--- src/rtl/apb_slv_regbank.sv ---
// apb_slv_regbank: APB4 slave register bank with byte strobes and PSLVERR.
// Register 0 is a read-only ID word. Registers 1..DEPTH-1 are read/write.
// Define APB_SLV_WAIT_EN to build the WAIT state and its counter, which insert
// WAIT_CYCLES wait states. Without it every transfer is zero-wait.
module apb_slv_regbank #(
  parameter int unsigned ADDR_WIDTH  = 8,
  parameter int unsigned DATA_WIDTH  = 32,
  parameter int unsigned DEPTH       = 16,
  parameter int unsigned WAIT_CYCLES = 2,
  parameter logic [31:0] ID_VALUE    = 32'hA5B0_0001
) (
  input  logic                    PCLK,
  input  logic                    PRESET,
  input  logic                    PSELx,
  input  logic                    PENABLE,
  input  logic                    PWRITE,
  input  logic [ADDR_WIDTH-1:0]   PADDR,
  input  logic [DATA_WIDTH-1:0]   PWDATA,
  input  logic [DATA_WIDTH/8-1:0] PSTRB,
  output logic [DATA_WIDTH-1:0]   PRDATA,
  output logic                    PREADY,
  output logic                    PSLVERR
);

  localparam int unsigned STRB_W = DATA_WIDTH / 8;
  localparam int unsigned OFFS   = $clog2(STRB_W);
  localparam int unsigned IDX_W  = $clog2(DEPTH);
  localparam logic [ADDR_WIDTH-1:0] OFFS_MASK = ADDR_WIDTH'((1 << OFFS) - 1);
  localparam logic [DATA_WIDTH-1:0] ID_WORD   = DATA_WIDTH'(ID_VALUE);

`ifdef APB_SLV_WAIT_EN
  typedef enum logic [1:0] {ST_IDLE = 2'd0, ST_WAIT = 2'd1, ST_READY = 2'd2} state_e;
`else
  typedef enum logic [1:0] {ST_IDLE = 2'd0, ST_READY = 2'd2} state_e;
`endif

  state_e                  state_q, state_d;
  logic [ADDR_WIDTH-1:0]   addr_q, addr_d;
  logic                    write_q, write_d;
`ifdef APB_SLV_WAIT_EN
  logic [3:0]              cnt_q, cnt_d;
`endif
  logic [DATA_WIDTH-1:0]   regs_q [DEPTH];

  logic                    setup;
  logic                    access_ok;
  logic [IDX_W-1:0]        idx;
  logic                    misalign;
  logic                    out_of_range;
  logic                    err;
  logic                    ready;
  logic                    wr_en;
  logic [DATA_WIDTH-1:0]   rd_word;

  assign setup     = PSELx & ~PENABLE;
  assign access_ok = PSELx & PENABLE;

  // Decode of the latched address: word index and error classification.
  assign idx          = IDX_W'(addr_q >> OFFS);
  assign misalign     = (addr_q & OFFS_MASK) != '0;
  assign out_of_range = (addr_q >> (OFFS + IDX_W)) != '0;
  assign err          = misalign | out_of_range | (write_q & (idx == '0));

  assign ready   = (state_q == ST_READY);
  assign wr_en   = ready & access_ok & write_q & ~err;
  assign rd_word = (idx == '0) ? ID_WORD : regs_q[idx];

  assign PREADY  = ready;
  assign PSLVERR = ready & err;
  assign PRDATA  = (ready & ~write_q & ~err) ? rd_word : '0;

  // State, latched request and wait counter registers.
  always_ff @(posedge PCLK or posedge PRESET) begin
    if (PRESET) begin
      state_q <= ST_IDLE;
      addr_q  <= '0;
      write_q <= 1'b0;
`ifdef APB_SLV_WAIT_EN
      cnt_q   <= '0;
`endif
    end else begin
      state_q <= state_d;
      addr_q  <= addr_d;
      write_q <= write_d;
`ifdef APB_SLV_WAIT_EN
      cnt_q   <= cnt_d;
`endif
    end
  end

  // Next-state logic: latch on setup, count wait states, abort on dropped select.
  always_comb begin
    state_d = state_q;
    addr_d  = addr_q;
    write_d = write_q;
`ifdef APB_SLV_WAIT_EN
    cnt_d   = cnt_q;
`endif
    case (state_q)
      ST_IDLE: begin
        if (setup) begin
          addr_d  = PADDR;
          write_d = PWRITE;
`ifdef APB_SLV_WAIT_EN
          if (WAIT_CYCLES != 0) begin
            state_d = ST_WAIT;
            cnt_d   = 4'(WAIT_CYCLES - 1);
          end else begin
            state_d = ST_READY;
          end
`else
          state_d = ST_READY;
`endif
        end
      end
`ifdef APB_SLV_WAIT_EN
      ST_WAIT: begin
        if (!access_ok) begin
          state_d = ST_IDLE;
        end else if (cnt_q == 4'd0) begin
          state_d = ST_READY;
        end else begin
          cnt_d = cnt_q - 4'd1;
        end
      end
`endif
      ST_READY: state_d = ST_IDLE;
      default:  state_d = ST_IDLE;
    endcase
  end

  // Register array: per-lane update from live PWDATA on the completing edge.
  always_ff @(posedge PCLK or posedge PRESET) begin
    if (PRESET) begin
      for (int i = 0; i < DEPTH; i++) begin
        regs_q[i] <= '0;
      end
    end else if (wr_en) begin
      for (int b = 0; b < STRB_W; b++) begin
        if (PSTRB[b]) begin
          regs_q[idx][8*b +: 8] <= PWDATA[8*b +: 8];
        end
      end
    end
  end

endmodule

--- config.mk ---
export PLATFORM = sky130hd
export DESIGN_NAME = apb_slv_regbank
export DESIGN_NICKNAME = d
export VERILOG_FILES = /design/src/rtl/apb_slv_regbank.sv
export SDC_FILE = /design/constraint.sdc
export NUM_CORES = 1
export LEC_CHECK = 0
export ABC_AREA = 1
export CORE_AREA = 2 2 212 214
export DETAILED_ROUTE_END_ITERATION = 7
export DIE_AREA = 0 0 214 216
export GPL_TIMING_DRIVEN = 1
export PLACE_DENSITY_LB_ADDON = 0.1
export RECOVER_POWER = 25
export SLEW_MARGIN = 20
export SYNTH_ARGS = -nofsm -noshare
export SYNTH_HDL_FRONTEND = slang
export SYNTH_SLANG_ARGS = --single-unit
--- constraint.sdc ---
create_clock -name PCLK -period 30.3 [get_ports PCLK]
set_input_delay 7.575 -clock PCLK [delete_from_list [all_inputs] [get_ports PCLK]]
set_output_delay 7.575 -clock PCLK [all_outputs]
set_load 0.05 [all_outputs]
==> results.cfg, run 1 <==
[pwr]
vdd_drop_max_uv = 41.2
overall_power_of_the_completed_layout_mw = 1.54
pd_cells_nw_per_um2 = 53.9
p_leak_nw = 14.7

[floorplanning]
chipHeight_um = 216
design.die.area_um2 = 46200
die_width_um = 214
fp.coreArea_um2 = 43800
initial_utilization = 0.594
io_pins = 83
num_rows = 77

[global_routing]
groute.usage.overall = 0.359
grt_first_pass_wirelength_mm = 131
grt_start_max_net_pins = 169
first_global_vias = 22964
number_of_antenna_violations_at_the_first_check_in_global_routing = 1
globalRoute.totalOverflow = 0

[timing]
final_period_demand_of_the_worst_path_ns = 13.33
tns_ns = 0
grt_setup_unrepaired = false
clock.fmax_ghz = 0.0750
timing.final.ws_setup_ns = 16.97
report.final.slew_viol_count = 182
report.final.setup_viol = 0
final_min_period_over_clock_period = 0.440
slew_headroom = -2.91
finalClockSkew_ns = 0.0127
timing.final.hold_violations = 0
timing_worst_slew_pin_value_ns = 5.86

[cts]
ctsResizeCount = 0
tritoncts_num_sinks = 515
clock_path_buffers = 3
cts_tree = yes
post_cts.repair.setup_buffers = 0
clk-insertion-delay-late_ns = 0.61
number_of_hold_repair_buffers_added_at_the_cts_stage = 0
clock-root-buffer = sky130_fd_sc_hd__clkbuf_16
clk_pin_slew_worst_paths_ns = 0.06
cts-buffers-inserted = 56
h_tree_depth_reported_by_cts = 2

[critical_path]
timing.critical_path.cells = dlygate4sd3_1 -> nand4_1 -> nor2_1 -> buf_4 -> buf_4 -> nand2_1 -> o21ai_0
regToRegSetupSlack_ns = 22.04
timing.critical_path.arrival_ns = 13.85
worst_r2r_endpoint = regs_q[126]$_DFFE_PP0P_
startpoint = PSELx
crit-reg2reg-launch = addr_q[3]$_DFFE_PP0P_
cp-start-kind = primary input
cpMostUsedCell = sky130_fd_sc_hd__buf_4
worstSetupEndpointType = flop
crit_path_top_delay_cell = sky130_fd_sc_hd__nor2_1
worstPathRequired_ns = 30.82
crit_path_largest_cell_delay_ns = 2.89
path_class = primary input to flop
critPathMaxFanout = 38
worst_setup_path_endpoint = regs_q[126]$_DFFE_PP0P_
r2r_cells = 11

[placement]
place_ws_ns = 18.41
place.detailed.hpwl_mm = 48.8
port_buffer_count = 82
placement.cell_area_um2 = 26700
final_replace_weighted_congestion = 0.882

[detailed_routing]
drc = 4
drt-pass1-iter-count = 8
drt-vias-per-instance = 6.01
vias = 24267
wl_mm = 82.6
wire_per_inst_um = 20.5
ant_nets = 0
first_iter_violations = 3039

[yosys]
ys_warn_count = 0
synth_top_flop_cell = sky130_fd_sc_hd__dfrtp_1
synth.ff_latch_count = 515
asyncSetResetFlopFracSynth = 1.00
post_synth.cell_area_avg_um2 = 7.47
post_synth_edffs = 0
synthCells = 3488
ys_types = 28
postSynthNetCount = 3537
synth_sequential_area_ratio = 0.495
syn_area_um2 = 26000

[layout]
num_antenna_cells = 0
synthToLayoutAreaGrowth_pct = 9.42
final_cell_area_um2 = 28500
drive_above_1_share = 0.0589
nets = 3451

[flow_run]
cap_violations = 3

[outcome]
violations = DRC, capacitance limit, slew limit
result_of_the_run = finished, violations left

[min_path]
worstHoldPathType = flop to flop
[registers in the layout (all words and copies together) (netlist names)]
register,count
write_q,1
regs_q,505
state_q,1
addr_q,8
[cells by family after synthesis]
logic type | after synthesis | share of synthesized area
AOI/OAI and AO/OA | 152 | 0.0293
and+or+nand+nor | 2528 | 0.424
DFF | 515 | 0.495
buffers and inverters | 293 | 0.0522
[critical path: cells and delay by family]
| family | cells | cell delay (ns) |
|---|---|---|
| AND/OR/NAND/NOR | 3 | 3.65 |
| AO/OA/AOI/OAI | 1 | 0.37 |
| buffers and inverters | 3 | 2.21 |
[cell type report]
cell class	count	area (µm²)
Timing Repair Buffer	121	1160
Multi-Input combinational cell	2680	11800
Sequential cell	515	12900
Fill cell	3789	15300
Inverter	28	113
Clock inverter	12	85.1
Tap cell	592	741
Clock buffer	90	1700
[layer usage]
layer / vias to the layer above / track usage / share of wire
met5: - / 0 / 0
met4: 0 / 0.135 / 0.036
met3: 221 / 0.0713 / 0.10
met2: 1380 / 0.553 / 0.45
met1: 11679 / 0.505 / 0.41
li1: 10987 / - / -
[worst min-delay path by stage]
stage,start,to,cells after the start
global route,regs_q[505]$_DFFE_PP0P_,regs_q[505]$_DFFE_PP0P_,0
global placement,regs_q[493]$_DFFE_PP0P_,regs_q[493]$_DFFE_PP0P_,0
CTS,regs_q[505]$_DFFE_PP0P_,regs_q[505]$_DFFE_PP0P_,0
detailed placement,regs_q[505]$_DFFE_PP0P_,regs_q[505]$_DFFE_PP0P_,0
floorplan,regs_q[480]$_DFFE_PP0P_,regs_q[480]$_DFFE_PP0P_,1
finish,regs_q[480]$_DFFE_PP0P_,regs_q[480]$_DFFE_PP0P_,0
[synth_stat cells (15+ instances only)]
master,instances,area share
sky130_fd_sc_hd__inv_1,15,0.0022
sky130_fd_sc_hd__nand4_1,41,0.0098
sky130_fd_sc_hd__clkbuf_1,175,0.025
sky130_fd_sc_hd__buf_2,43,0.0083
sky130_fd_sc_hd__a21oi_1,29,0.0056
sky130_fd_sc_hd__nor2_1,76,0.011
sky130_fd_sc_hd__buf_4,22,0.0063
sky130_fd_sc_hd__nand3_1,540,0.10
sky130_fd_sc_hd__nand3_4,46,0.031
sky130_fd_sc_hd__nand2_1,1800,0.26
sky130_fd_sc_hd__buf_1,15,0.0022
sky130_fd_sc_hd__dfrtp_1,515,0.49
sky130_fd_sc_hd__o21ai_0,114,0.022
[stage by stage]
| stage | instances | hold slack [ns] | utilization |
|---|---|---|---|
| after floorplan | 3488 | 0.429 | - |
| after detailed placement | 3936 | 0.367 | 0.610 |
| final | 4038 | 0.375 | 0.650 |
| after global placement | 3934 | 0.365 | 0.609 |
| after global routing | 4038 | 0.383 | 0.650 |
| after CTS | 4038 | 0.380 | 0.651 |
[placed cells by master, fill, tap and decap left out, types with 8 or more instances in the layout]
cell,n
sky130_fd_sc_hd__dfrtp_1,513
sky130_fd_sc_hd__clkbuf_16,57
sky130_fd_sc_hd__nand4_1,41
sky130_fd_sc_hd__buf_4,34
sky130_fd_sc_hd__clkbuf_1,18
sky130_fd_sc_hd__nor2_4,8
sky130_fd_sc_hd__o21ai_0,114
sky130_fd_sc_hd__nand3_1,541
sky130_fd_sc_hd__clkinv_2,12
sky130_fd_sc_hd__nand3_4,45
sky130_fd_sc_hd__clkbuf_8,15
sky130_fd_sc_hd__inv_1,13
sky130_fd_sc_hd__nand2_1,1800
sky130_fd_sc_hd__clkinv_1,8
sky130_fd_sc_hd__nor2_1,74
sky130_fd_sc_hd__a21oi_1,29
sky130_fd_sc_hd__o21ai_1,8
sky130_fd_sc_hd__clkdlybuf4s50_1,77
[power breakdown]
group	leakage [nW]	switching (mW)	internal, mW
clock	0.889	0.284	0.389
sequential	7.18	0.00953	0.693
combinational	6.61	0.137	0.0231
Note: power is estimated with default switching activity, not from simulation.
==> run 2: changes to the inputs <==
--- a/config.mk
+++ b/config.mk
@@ -6,9 +6,9 @@
 export NUM_CORES = 1
 export LEC_CHECK = 0
 export ABC_AREA = 1
-export CORE_AREA = 2 2 212 214
+export CORE_AREA = 2 2 219 221
 export DETAILED_ROUTE_END_ITERATION = 7
-export DIE_AREA = 0 0 214 216
+export DIE_AREA = 0 0 221 223
 export GPL_TIMING_DRIVEN = 1
 export PLACE_DENSITY_LB_ADDON = 0.1
 export RECOVER_POWER = 25
==> constraint.sdc (replaced) <==
create_clock -name PCLK -period 11.25 [get_ports PCLK]
set_input_delay 2.8125 -clock PCLK [delete_from_list [all_inputs] [get_ports PCLK]]
set_output_delay 2.8125 -clock PCLK [all_outputs]
set_load 0.05 [all_outputs]
==> run 2 against run 1 <==
The run ends with capacitance limit, slew limit left. Non-clock buffer count down 4. Clock-buffer cell count down 7. Via count down 2.0%. Setup slack worse by 14 ns. Highest routed layer is now met5.
==> results.cfg, run 2 (same netlist as run 1, synthesis figures left out) <==
[critical_path]
critPathMaxFanout = 155
crit_path_largest_cell_delay_ns = 2.72
crit-reg2reg-launch = addr_q[3]$_DFFE_PP0P_
delay_heaviest_family_cp = buffers and inverters
cp-start-kind = primary input
r2r_cells = 11
path_class = primary input to async pin
timing.critical_path.cells = dlygate4sd3_1 -> clkinvlp_4 -> clkbuf_2 -> clkbuf_1
worstSetupEndpointType = async pin
worstPathRequired_ns = 11.37
regToRegSetupSlack_ns = 5.85
crit_path_top_delay_cell = sky130_fd_sc_hd__clkbuf_2
number_of_buffers_and_inverters_on_the_critical_path = 4
timing.critical_path.arrival_ns = 8.52
worst_r2r_endpoint = regs_q[40]$_DFFE_PP0P_

[floorplanning]
design.die.area_um2 = 49300
die_width_um = 221
initial_utilization = 0.552
io_pins = 83
num_rows = 80
chipHeight_um = 223
fp.coreArea_um2 = 47100

[min_path]
whs_endpoint = regs_q[481]$_DFFE_PP0P_
worst_hold_path.num_cells = 0
worst_hold_startpoint = regs_q[481]$_DFFE_PP0P_
worstHoldPathType = flop to flop

[timing]
tns_ns = 0
report.final.setup_viol = 0
clock.fmax_ghz = 0.119
finalClockSkew_ns = 0.0115
final_period_demand_of_the_worst_path_ns = 8.40
timing_worst_slew_pin_value_ns = 4.08
slew_headroom = -1.72
final_min_period_over_clock_period = 0.746
timing.final.hold_violations = 0
grt_setup_unrepaired = false
timing.final.ws_setup_ns = 2.85
report.final.slew_viol_count = 224

[layout]
final_common_cell = sky130_fd_sc_hd__nand2_1
synthToLayoutAreaGrowth_pct = 9.81
flip_flop_count_of_the_largest_register_after_layout = 505
num_antenna_cells = 0
max_flop_register = regs_q
most-common-layout-cells = sky130_fd_sc_hd__nand2_1 (1800), sky130_fd_sc_hd__nand3_1 (540), sky130_fd_sc_hd__dfrtp_1 (513), sky130_fd_sc_hd__o21ai_0 (114), sky130_fd_sc_hd__clkdlybuf4s50_1 (76)
final_core_utilization = 0.607
top_regs = regs_q (505), addr_q (8)
final_cell_area_um2 = 28600
nets = 3446
drive_above_1_share = 0.0611

[detailed_routing]
wl_mm = 83.2
vias = 23790
drt-pass1-iter-count = 8
wire_per_inst_um = 20.5
drt-vias-per-instance = 5.87
drc = 0
ant_nets = 0
first_iter_violations = 3201

[pwr]
pd_cells_nw_per_um2 = 148
power.share.combinational = 0.103
share_clk_of_total_power = 0.450
seq_power_share = 0.447
power.switching_fraction = 0.276
p_leak_nw = 14.7
power_switching_mw = 1.17
vdd_drop_max_uv = 133
internal-power_mw = 3.06

[cts]
clk-insertion-delay-late_ns = 0.61
post_cts.repair.setup_buffers = 0
ctsResizeCount = 0
clk_pin_slew_worst_paths_ns = 0.06
h_tree_depth_reported_by_cts = 2
cts_tree = yes
clock_path_buffers = 3
cts-buffers-inserted = 55
number_of_hold_repair_buffers_added_at_the_cts_stage = 0
clock-root-buffer = sky130_fd_sc_hd__clkbuf_16
tritoncts_num_sinks = 515

[global_routing]
number_of_antenna_violations_at_the_first_check_in_global_routing = 3
globalRoute.totalOverflow = 0
groute.usage.overall = 0.337
grt_start_max_net_pins = 166
grt_first_pass_wirelength_mm = 131
first_global_vias = 22445

[outcome]
result_of_the_run = finished, violations left
violations = capacitance limit, slew limit

[flow_run]
cap_violations = 3

[placement]
port_buffer_count = 82
place_ws_ns = 4.15
place.detailed.hpwl_mm = 48.1
placement.cell_area_um2 = 26700
final_replace_weighted_congestion = 0.913
[run 2: cell types whose count changed in the layout (fill, tap and decap cells not counted), moves of 2 or more]
cell and change:
sky130_fd_sc_hd__clkbuf_1 -10, sky130_fd_sc_hd__buf_4 -4, sky130_fd_sc_hd__clkbuf_8 +4, sky130_fd_sc_hd__bufinv_16 +3, sky130_fd_sc_hd__buf_16 -2
[run 2: per-stage QoR]
stage          std cells  hold slack [ns]  total power [mW]
2_1_floorplan       3488            0.429              2.17
3_3_place_gp        3955            0.365              2.35
3_5_place_dp        3955            0.366              2.35
4_1_cts             4054            0.378              4.24
5_1_grt             4054            0.383              4.35
6_report            4054            0.373              4.23
[run 2: worst max path at each step]
| stage | from | to | slack, ns | depth (start not counted) |
|---|---|---|---|---|
| 2_1_floorplan | PRESET | addr_q[0]$_DFFE_PP0P_ | 1.44 | 1 |
| 3_3_place_gp | addr_q[2]$_DFFE_PP0P_ | PRDATA[0] | 4.17 | 8 |
| 3_5_place_dp | addr_q[2]$_DFFE_PP0P_ | PRDATA[0] | 4.15 | 8 |
| 4_1_cts | addr_q[2]$_DFFE_PP0P_ | PRDATA[0] | 3.49 | 8 |
| 5_1_grt | PRESET | regs_q[328]$_DFFE_PP0P_ | 1.86 | 4 |
| 6_report | PRESET | regs_q[328]$_DFFE_PP0P_ | 2.85 | 4 |
[run 2: area by class of cell]
type | instances | area [µm²]
Fill cell | 4214 | 18500
Clock inverter | 16 | 180
Clock buffer | 83 | 1710
Multi-Input combinational cell | 2680 | 11800
Sequential cell | 515 | 12900
Timing Repair Buffer | 117 | 1090
Tap cell | 615 | 769
Inverter | 28 | 115
[run 2: metal layers]
metal | vias up | part of all wire | GRT usage
li1 | 10969 | - | -
met1 | 11476 | 0.42 | 0.479
met2 | 1140 | 0.45 | 0.510
met3 | 201 | 0.086 | 0.0551
met4 | 4 | 0.045 | 0.158
met5 | - | 0.00022 | 0
[run 2: power groups by stage]
stage | clock (mW) | combinational, mW | sequential, mW
2_1_floorplan | 0 | 0.262 | 1.91
3_3_place_gp | 0 | 0.422 | 1.92
3_5_place_dp | 0 | 0.427 | 1.92
4_1_cts | 1.92 | 0.427 | 1.89
5_1_grt | 2.00 | 0.454 | 1.89
6_report | 1.90 | 0.434 | 1.89
